### src/rtl/fwperiph_dma_dbg_pkg.sv
// Shared definitions for the DMA debug trace capture block: event flag
// positions, entry field offsets and the entry width helper.
package fwperiph_dma_dbg_pkg;

    // Bit positions of the event flags inside the 5-bit flag field.
    localparam int FLAG_DONE_RISE = 0;
    localparam int FLAG_BUSY_FALL = 1;
    localparam int FLAG_BUSY_RISE = 2;
    localparam int FLAG_WE        = 3;
    localparam int FLAG_BAD_CH    = 4;
    localparam int FLAG_COUNT     = 5;

    // Fixed-width fields of a trace entry.
    localparam int CH_WIDTH  = 5;
    localparam int ADR_WIDTH = 32;
    localparam int DAT_WIDTH = 32;

    // Entry layout, LSB upwards: dat_w, adr, ts, ch_sel, flags.
    localparam int OFF_DAT = 0;
    localparam int OFF_ADR = OFF_DAT + DAT_WIDTH;
    localparam int OFF_TS  = OFF_ADR + ADR_WIDTH;

    // Flag field as a packed struct, MSB first.
    typedef struct packed {
        logic bad_ch;
        logic we;
        logic busy_rise;
        logic busy_fall;
        logic done_rise;
    } trace_flags_t;

    function automatic int off_ch(input int ts_w);
        return OFF_TS + ts_w;
    endfunction

    function automatic int off_flags(input int ts_w);
        return off_ch(ts_w) + CH_WIDTH;
    endfunction

    function automatic int entry_width(input int ts_w);
        return off_flags(ts_w) + FLAG_COUNT;
    endfunction

endpackage

### src/rtl/fwperiph_dma_dbg_fifo.sv
// Synchronous FIFO with a registered head output. Pointers carry one extra
// MSB so full and empty are distinguishable; a write into an empty FIFO is
// visible at the head on the next cycle and is never popped in the same cycle.
module fwperiph_dma_dbg_fifo #(
    parameter int width = 8,
    parameter int depth = 16
) (
    input  logic                     clock,
    input  logic                     reset,
    input  logic                     flush,
    input  logic                     push,
    input  logic [width-1:0]         din,
    input  logic                     pop,
    output logic [width-1:0]         dout,
    output logic                     valid,
    output logic                     full,
    output logic [$clog2(depth):0]   level
);

    localparam int AW = $clog2(depth);

    logic [width-1:0] mem [depth];
    logic [AW:0]      wr_ptr;
    logic [AW:0]      rd_ptr;
    logic [AW:0]      wr_ptr_nxt;
    logic [AW:0]      rd_ptr_nxt;
    logic             empty;
    logic             do_push;
    logic             do_pop;
    logic [width-1:0] head_nxt;

    assign empty   = (wr_ptr == rd_ptr);
    assign full    = (wr_ptr[AW] != rd_ptr[AW]) && (wr_ptr[AW-1:0] == rd_ptr[AW-1:0]);
    assign valid   = ~empty;
    assign level   = wr_ptr - rd_ptr;
    assign do_pop  = pop & ~empty;
    // A full FIFO still accepts a push when the head leaves in the same cycle.
    assign do_push = push & (~full | do_pop);

    // Next pointers and the value the head register will hold after this edge.
    always_comb begin
        wr_ptr_nxt = do_push ? wr_ptr + 1'b1 : wr_ptr;
        rd_ptr_nxt = do_pop  ? rd_ptr + 1'b1 : rd_ptr;
        head_nxt   = mem[rd_ptr_nxt[AW-1:0]];
        // The entry being written right now becomes the head: bypass the array.
        if (do_push && (wr_ptr[AW-1:0] == rd_ptr_nxt[AW-1:0])) begin
            head_nxt = din;
        end
        if (wr_ptr_nxt == rd_ptr_nxt) begin
            head_nxt = '0;
        end
    end

    // Pointer and head register update; flush empties the FIFO.
    always_ff @(posedge clock or posedge reset) begin
        if (reset) begin
            wr_ptr <= '0;
            rd_ptr <= '0;
            dout   <= '0;
        end else if (flush) begin
            wr_ptr <= '0;
            rd_ptr <= '0;
            dout   <= '0;
        end else begin
            wr_ptr <= wr_ptr_nxt;
            rd_ptr <= rd_ptr_nxt;
            dout   <= head_nxt;
        end
    end

    // Storage array write; contents need no reset since pointers gate them.
    always_ff @(posedge clock) begin
        if (do_push && !flush) begin
            mem[wr_ptr[AW-1:0]] <= din;
        end
    end

endmodule

### src/rtl/fwperiph_dma_dbg_trace.sv
// DMA debug trace capture: edge-detects the engine status levels,
// timestamps every event cycle and queues one packed entry per event cycle
// into a FIFO drained over a valid/ready port. Events lost to a full FIFO
// are counted in a saturating counter and flagged in a sticky overflow bit.
module fwperiph_dma_dbg_trace
    import fwperiph_dma_dbg_pkg::*;
#(
    parameter int ch_count = 1,
    parameter int depth    = 16,
    parameter int ts_width = 16
) (
    input  logic                               clock,
    input  logic                               reset,
    input  logic [31:0]                        adr,
    input  logic [31:0]                        dat_w,
    input  logic                               we,
    input  logic [4:0]                         ch_sel,
    input  logic                               dma_busy,
    input  logic                               dma_done_all,
    input  logic                               en,
    input  logic                               clr,
    output logic                               rd_valid,
    input  logic                               rd_ready,
    output logic [entry_width(ts_width)-1:0]   rd_data,
    output logic [$clog2(depth):0]             level,
    output logic [15:0]                        drop_cnt,
    output logic                               ovf
);

    localparam int EW        = entry_width(ts_width);
    localparam int OFF_CH    = off_ch(ts_width);
    localparam int OFF_FLAGS = off_flags(ts_width);
    localparam logic [5:0] CH_LIMIT = 6'(ch_count);

    logic                busy_q;
    logic                done_q;
    logic [ts_width-1:0] ts;
    logic                busy_rise;
    logic                busy_fall;
    logic                done_rise;
    logic                bad_ch;
    logic                event_cyc;
    logic                pop;
    logic                full;
    logic                drop;
    trace_flags_t        flags;
    logic [EW-1:0]       entry;

    assign busy_rise = dma_busy & ~busy_q;
    assign busy_fall = ~dma_busy & busy_q;
    assign done_rise = dma_done_all & ~done_q;
    assign bad_ch    = we & ({1'b0, ch_sel} >= CH_LIMIT);
    assign event_cyc = en & (we | busy_rise | busy_fall | done_rise);
    assign pop       = rd_valid & rd_ready;
    assign drop      = event_cyc & full & ~pop;

    // Status level history; runs regardless of en so enabling never fakes an edge.
    always_ff @(posedge clock or posedge reset) begin
        if (reset) begin
            busy_q <= 1'b0;
            done_q <= 1'b0;
        end else begin
            busy_q <= dma_busy;
            done_q <= dma_done_all;
        end
    end

    // Free-running timestamp, wraps naturally, zeroed by clr.
    always_ff @(posedge clock or posedge reset) begin
        if (reset) begin
            ts <= '0;
        end else if (clr) begin
            ts <= '0;
        end else begin
            ts <= ts + 1'b1;
        end
    end

    // Pack the entry; address and data only carry meaning on a write.
    always_comb begin
        flags.bad_ch    = bad_ch;
        flags.we        = we;
        flags.busy_rise = busy_rise;
        flags.busy_fall = busy_fall;
        flags.done_rise = done_rise;
        entry = '0;
        entry[OFF_DAT +: DAT_WIDTH]     = we ? dat_w : 32'h0;
        entry[OFF_ADR +: ADR_WIDTH]     = we ? adr : 32'h0;
        entry[OFF_TS +: ts_width]       = ts;
        entry[OFF_CH +: CH_WIDTH]       = ch_sel;
        entry[OFF_FLAGS +: FLAG_COUNT]  = flags;
    end

    // Saturating count of dropped events and the sticky overflow flag.
    always_ff @(posedge clock or posedge reset) begin
        if (reset) begin
            drop_cnt <= '0;
            ovf      <= 1'b0;
        end else if (clr) begin
            drop_cnt <= '0;
            ovf      <= 1'b0;
        end else if (drop) begin
            if (drop_cnt != 16'hFFFF) begin
                drop_cnt <= drop_cnt + 16'd1;
            end
            ovf <= 1'b1;
        end
    end

    fwperiph_dma_dbg_fifo #(
        .width (EW),
        .depth (depth)
    ) u_fifo (
        .clock (clock),
        .reset (reset),
        .flush (clr),
        .push  (event_cyc),
        .din   (entry),
        .pop   (pop),
        .dout  (rd_data),
        .valid (rd_valid),
        .full  (full),
        .level (level)
    );

endmodule

### config.mk
export PLATFORM = sky130hd
export DESIGN_NAME = fwperiph_dma_dbg_trace
export DESIGN_NICKNAME = d
export VERILOG_FILES = /design/src/rtl/fwperiph_dma_dbg_pkg.sv /design/src/rtl/fwperiph_dma_dbg_fifo.sv /design/src/rtl/fwperiph_dma_dbg_trace.sv
export SDC_FILE = /design/constraint.sdc
export NUM_CORES = 2
export LEC_CHECK = 0
export CORE_MARGIN = 2
export CORE_UTILIZATION = 45
export CTS_BUF_LIST = sky130_fd_sc_hd__clkbuf_8
export DETAILED_ROUTE_END_ITERATION = 10
export PLACE_DENSITY = 0.7
export SETUP_SLACK_MARGIN = 0.3
export SYNTH_ARGS = -nofsm -noshare
export SYNTH_HDL_FRONTEND = slang
export SYNTH_SLANG_ARGS = --single-unit
### constraint.sdc
create_clock -name clock -period 15.7 [get_ports clock]
set_clock_uncertainty 0.05 [all_clocks]
set_input_delay 3.925 -clock clock [delete_from_list [all_inputs] [get_ports clock]]
set_output_delay 3.925 -clock clock [all_outputs]
set_load 0.05 [all_outputs]
==> flow_summary.toml <==
[final_layout]
final_cell_mix = "edfxtp_1, o22ai_1, mux2i_1"
final_util_pct = 51.3
final_nets = 4736
area_growth_pct = 13.5
layout-drive-gt1-share_pct = 10.9
final_common_cell = "edfxtp_1"
fillers = 11600

[synthesis]
synth_edf_count = 1440
ys_seq_area_share_pct = 72.0
synth_cells = 4492
syn_area_per_cell_um2 = 14.4
synthDistinctLibCells = 67
synth-seq-cells = 1575
syn-num-nets = 4581
yosysWarnings = 0
async_reset_ff_share_pct = 8.57
syn_area_mm2 = 0.0647
synth.area.top_cells = "edfxtp_1, o22ai_1, dfrtp_1"
ys.flop_type = "edfxtp_1"
synth_top_cell_area_share_pct = 66.8
synth_area_leader_cell = "edfxtp_1"

[global_route]
grt.met3_usage_pct = 5.66
grt.met2_usage_pct = 40.7
overflow = 0
grt_pass1_vias = 43300
grt_pass1_wl_um = 282000
use_met1_pct = 35.7
grt.total_usage_pct = 25.9
grt_most_used_layer = "met2"
grt_max_degree = 168
antenna_found_initial = 12

[drt]
wl_per_cell_um = 28.9
routed-via-count = 44300
viasPerCell = 6.55
wl_um = 195000
detail-route-antenna-nets = 0
drc_errors = 0
drt_pass1_iterations = 8
drt-initial-drc-count = 6227

[floorplanning]
initial_core_util_pct = 45.2
coreArea_mm2 = 0.143
die_area_mm2 = 0.147
die_y_um = 383
core.rowCount = 139
ios = 190
die_w_um = 383

[power]
p_seq_share_pct = 43.9
p_clk_share_pct = 30.9
power_density_mw_per_mm2 = 149
pwr-share-comb_pct = 25.1
peakVddDrop_mv = 0.154
switching_share_pct = 33.9
leakage_uw = 0.0234
p_int_uw = 7240
switching_power_uw = 3710

[cts]
cts_htree_levels = 4
clock-sinks = 1575
clockBufferDepth = 3
cts_resized = 0
cts_setup_buffers = 0
cts_tree = "yes"
cts_buffers = 240
clk_latency_ns = 0.98
cts_root_buf = "clkbuf_8"
postCtsHoldBufs = 0
worst_setup_hold_path_clk_slew_ns = 0.07

[sta]
tightest_slew_ns = 1.17
setup_viol = 0
slew-limit-headroom_pct = 22.0
finalCritPeriodShare_pct = 54.0
setup_tns_ns = 0
hold_violations = 0
fmaxAchievable_ghz = 0.118
period_minus_slack_ns = 8.48
slew_viol_final = 0
grt_setup_unrepaired = "no"

[setup_path]
cp_cell_sequence = "clkdlybuf4s50_1, a21boi_4, buf_4, o311ai_0, nand4_1, or2_4, buf_4, buf_4, nor2_1, a2111oi_0"
cpMostUsedCell = "buf_4"
cp_top_family = "buffers and inverters"
critPathLaunchType = "input port"
cp.arrival_ns = 9.22
regToRegSetupSlack_ns = 9.07
worst-path-buf-inv = 4
crit_fanout = 72
cpPeakStageDelay_ns = 0.87
crit_type = "in -> reg"
end_kind = "register"
worst_path_max_delay_cell = "buf_4"
worstPathRequired_ns = 16.44

[job]
maxCapViolCount = 0

[placed_design]
numPortBuffers = 189
finalWeightedCongestion = 0.783
dp_hpwl_um = 96300

[min_path]
hold_class = "reg -> reg"

[run_status]
status = "finished, final reports clean"
cells by family (layout without fill, tap and decap cells):
family | after synthesis | count (layout) | share of synthesized area (%)
xor gates and xnor gates | 45 | 45 | 0.620
and+or+nand+nor | 1142 | 1142 | 9.02
adders and majority gates | 12 | 12 | 0.243
AOI/OAI and AO/OA | 1015 | 1015 | 10.8
other | 0 | 5 | 0
muxes | 313 | 313 | 4.84
DFF | 1575 | 1575 | 72.0
buffers and inverters | 390 | 756 | 2.48
state kept, by name, indices dropped and copies added, names as in the netlist:
| register | cells |
|---|---|
| u_fifo.dout | 90 |
| drop_cnt | 16 |
| u_fifo.rd_ptr | 5 |
| done_q | 1 |
| ovf | 1 |
| u_fifo.mem | 1440 |
| u_fifo.wr_ptr | 5 |
| busy_q | 1 |
| ts | 16 |
cells in the mapped netlist, drive strengths merged, types with 66 or more instances:
| cell type | n |
|---|---|
| edfxtp | 1440 |
| o22ai | 546 |
| mux2i | 311 |
| clkbuf | 288 |
| nor2 | 255 |
| nor3 | 255 |
| nor4 | 238 |
| dfrtp | 135 |
| nand3 | 122 |
| a2111oi | 118 |
| a21oi | 100 |
| nand2 | 92 |
| buf | 88 |
| o21ai | 76 |
| nor2b | 73 |
| and2 | 66 |
path summary, 6_finish.rpt:
check / start / cells past startpoint / endpoint
min in group asynchronous: reset / 2 / drop_cnt[13]
worst max-delay path: rd_ready / 10 / u_fifo.dout[15]
max in group asynchronous: reset / 3 / u_fifo.dout[42]
worst max register to register: u_fifo.rd_ptr[1] / 13 / u_fifo.dout[15]
worst min-delay path: drop_cnt[14] / 2 / drop_cnt[14]
worst min register to register: drop_cnt[14] / 2 / drop_cnt[14]
area by class of cell:
| cell class | instances | area (µm²) | share of cell area [%] |
|---|---|---|---|
| antenna | 5 | 12.5 | 0.0170 |
| clock buffer | 270 | 3720 | 5.06 |
| clock inverter | 183 | 1120 | 1.53 |
| inverter | 14 | 60.1 | 0.0818 |
| multi-input combinational | 2527 | 16800 | 22.8 |
| sequential | 1575 | 46600 | 63.5 |
| tap | 1903 | 2380 | 3.24 |
| timing repair buffer | 289 | 2750 | 3.75 |
power by group through the flow:
| stage | sequential, µW | clock (µW) | combinational [µW] |
|---|---|---|---|
| global route | 4820 | 3600 | 2880 |
| finish | 4810 | 3380 | 2750 |
| detailed placement | 4900 | 0 | 2690 |
| CTS | 4810 | 3420 | 2700 |
| floorplan | 5110 | 0 | 1530 |
| global placement | 4900 | 0 | 2640 |
stage by stage:
stage               hold WS (ns)  total power, µW  instance area, µm²  setup slack (ns)  std cells
finish                     0.518            10900               73500              7.22       6766
global route               0.557            11300               73400              7.08       6763
CTS                        0.525            10900               73400              7.50       6761
detailed placement         0.513             7590               68600              6.45       6308
global placement           0.503             7540               68600              6.69       6308
floorplan                  0.564             6630               64700              1.23       4492
tightest hold or removal path, stage by stage, from the launching register on:
cell and delay (ns):
dfrtp_1 0.39, o21ai_0 0.08, a21oi_1 0.06
layer usage:
| metal | up-vias | wire [µm] |
|---|---|---|
| li1 | 18500 | - |
| met1 | 22200 | 75200 |
| met2 | 3099 | 90700 |
| met3 | 468 | 23000 |
| met4 | 6 | 6280 |
| met5 | - | 199 |
Power figures use the tool's default switching activity.
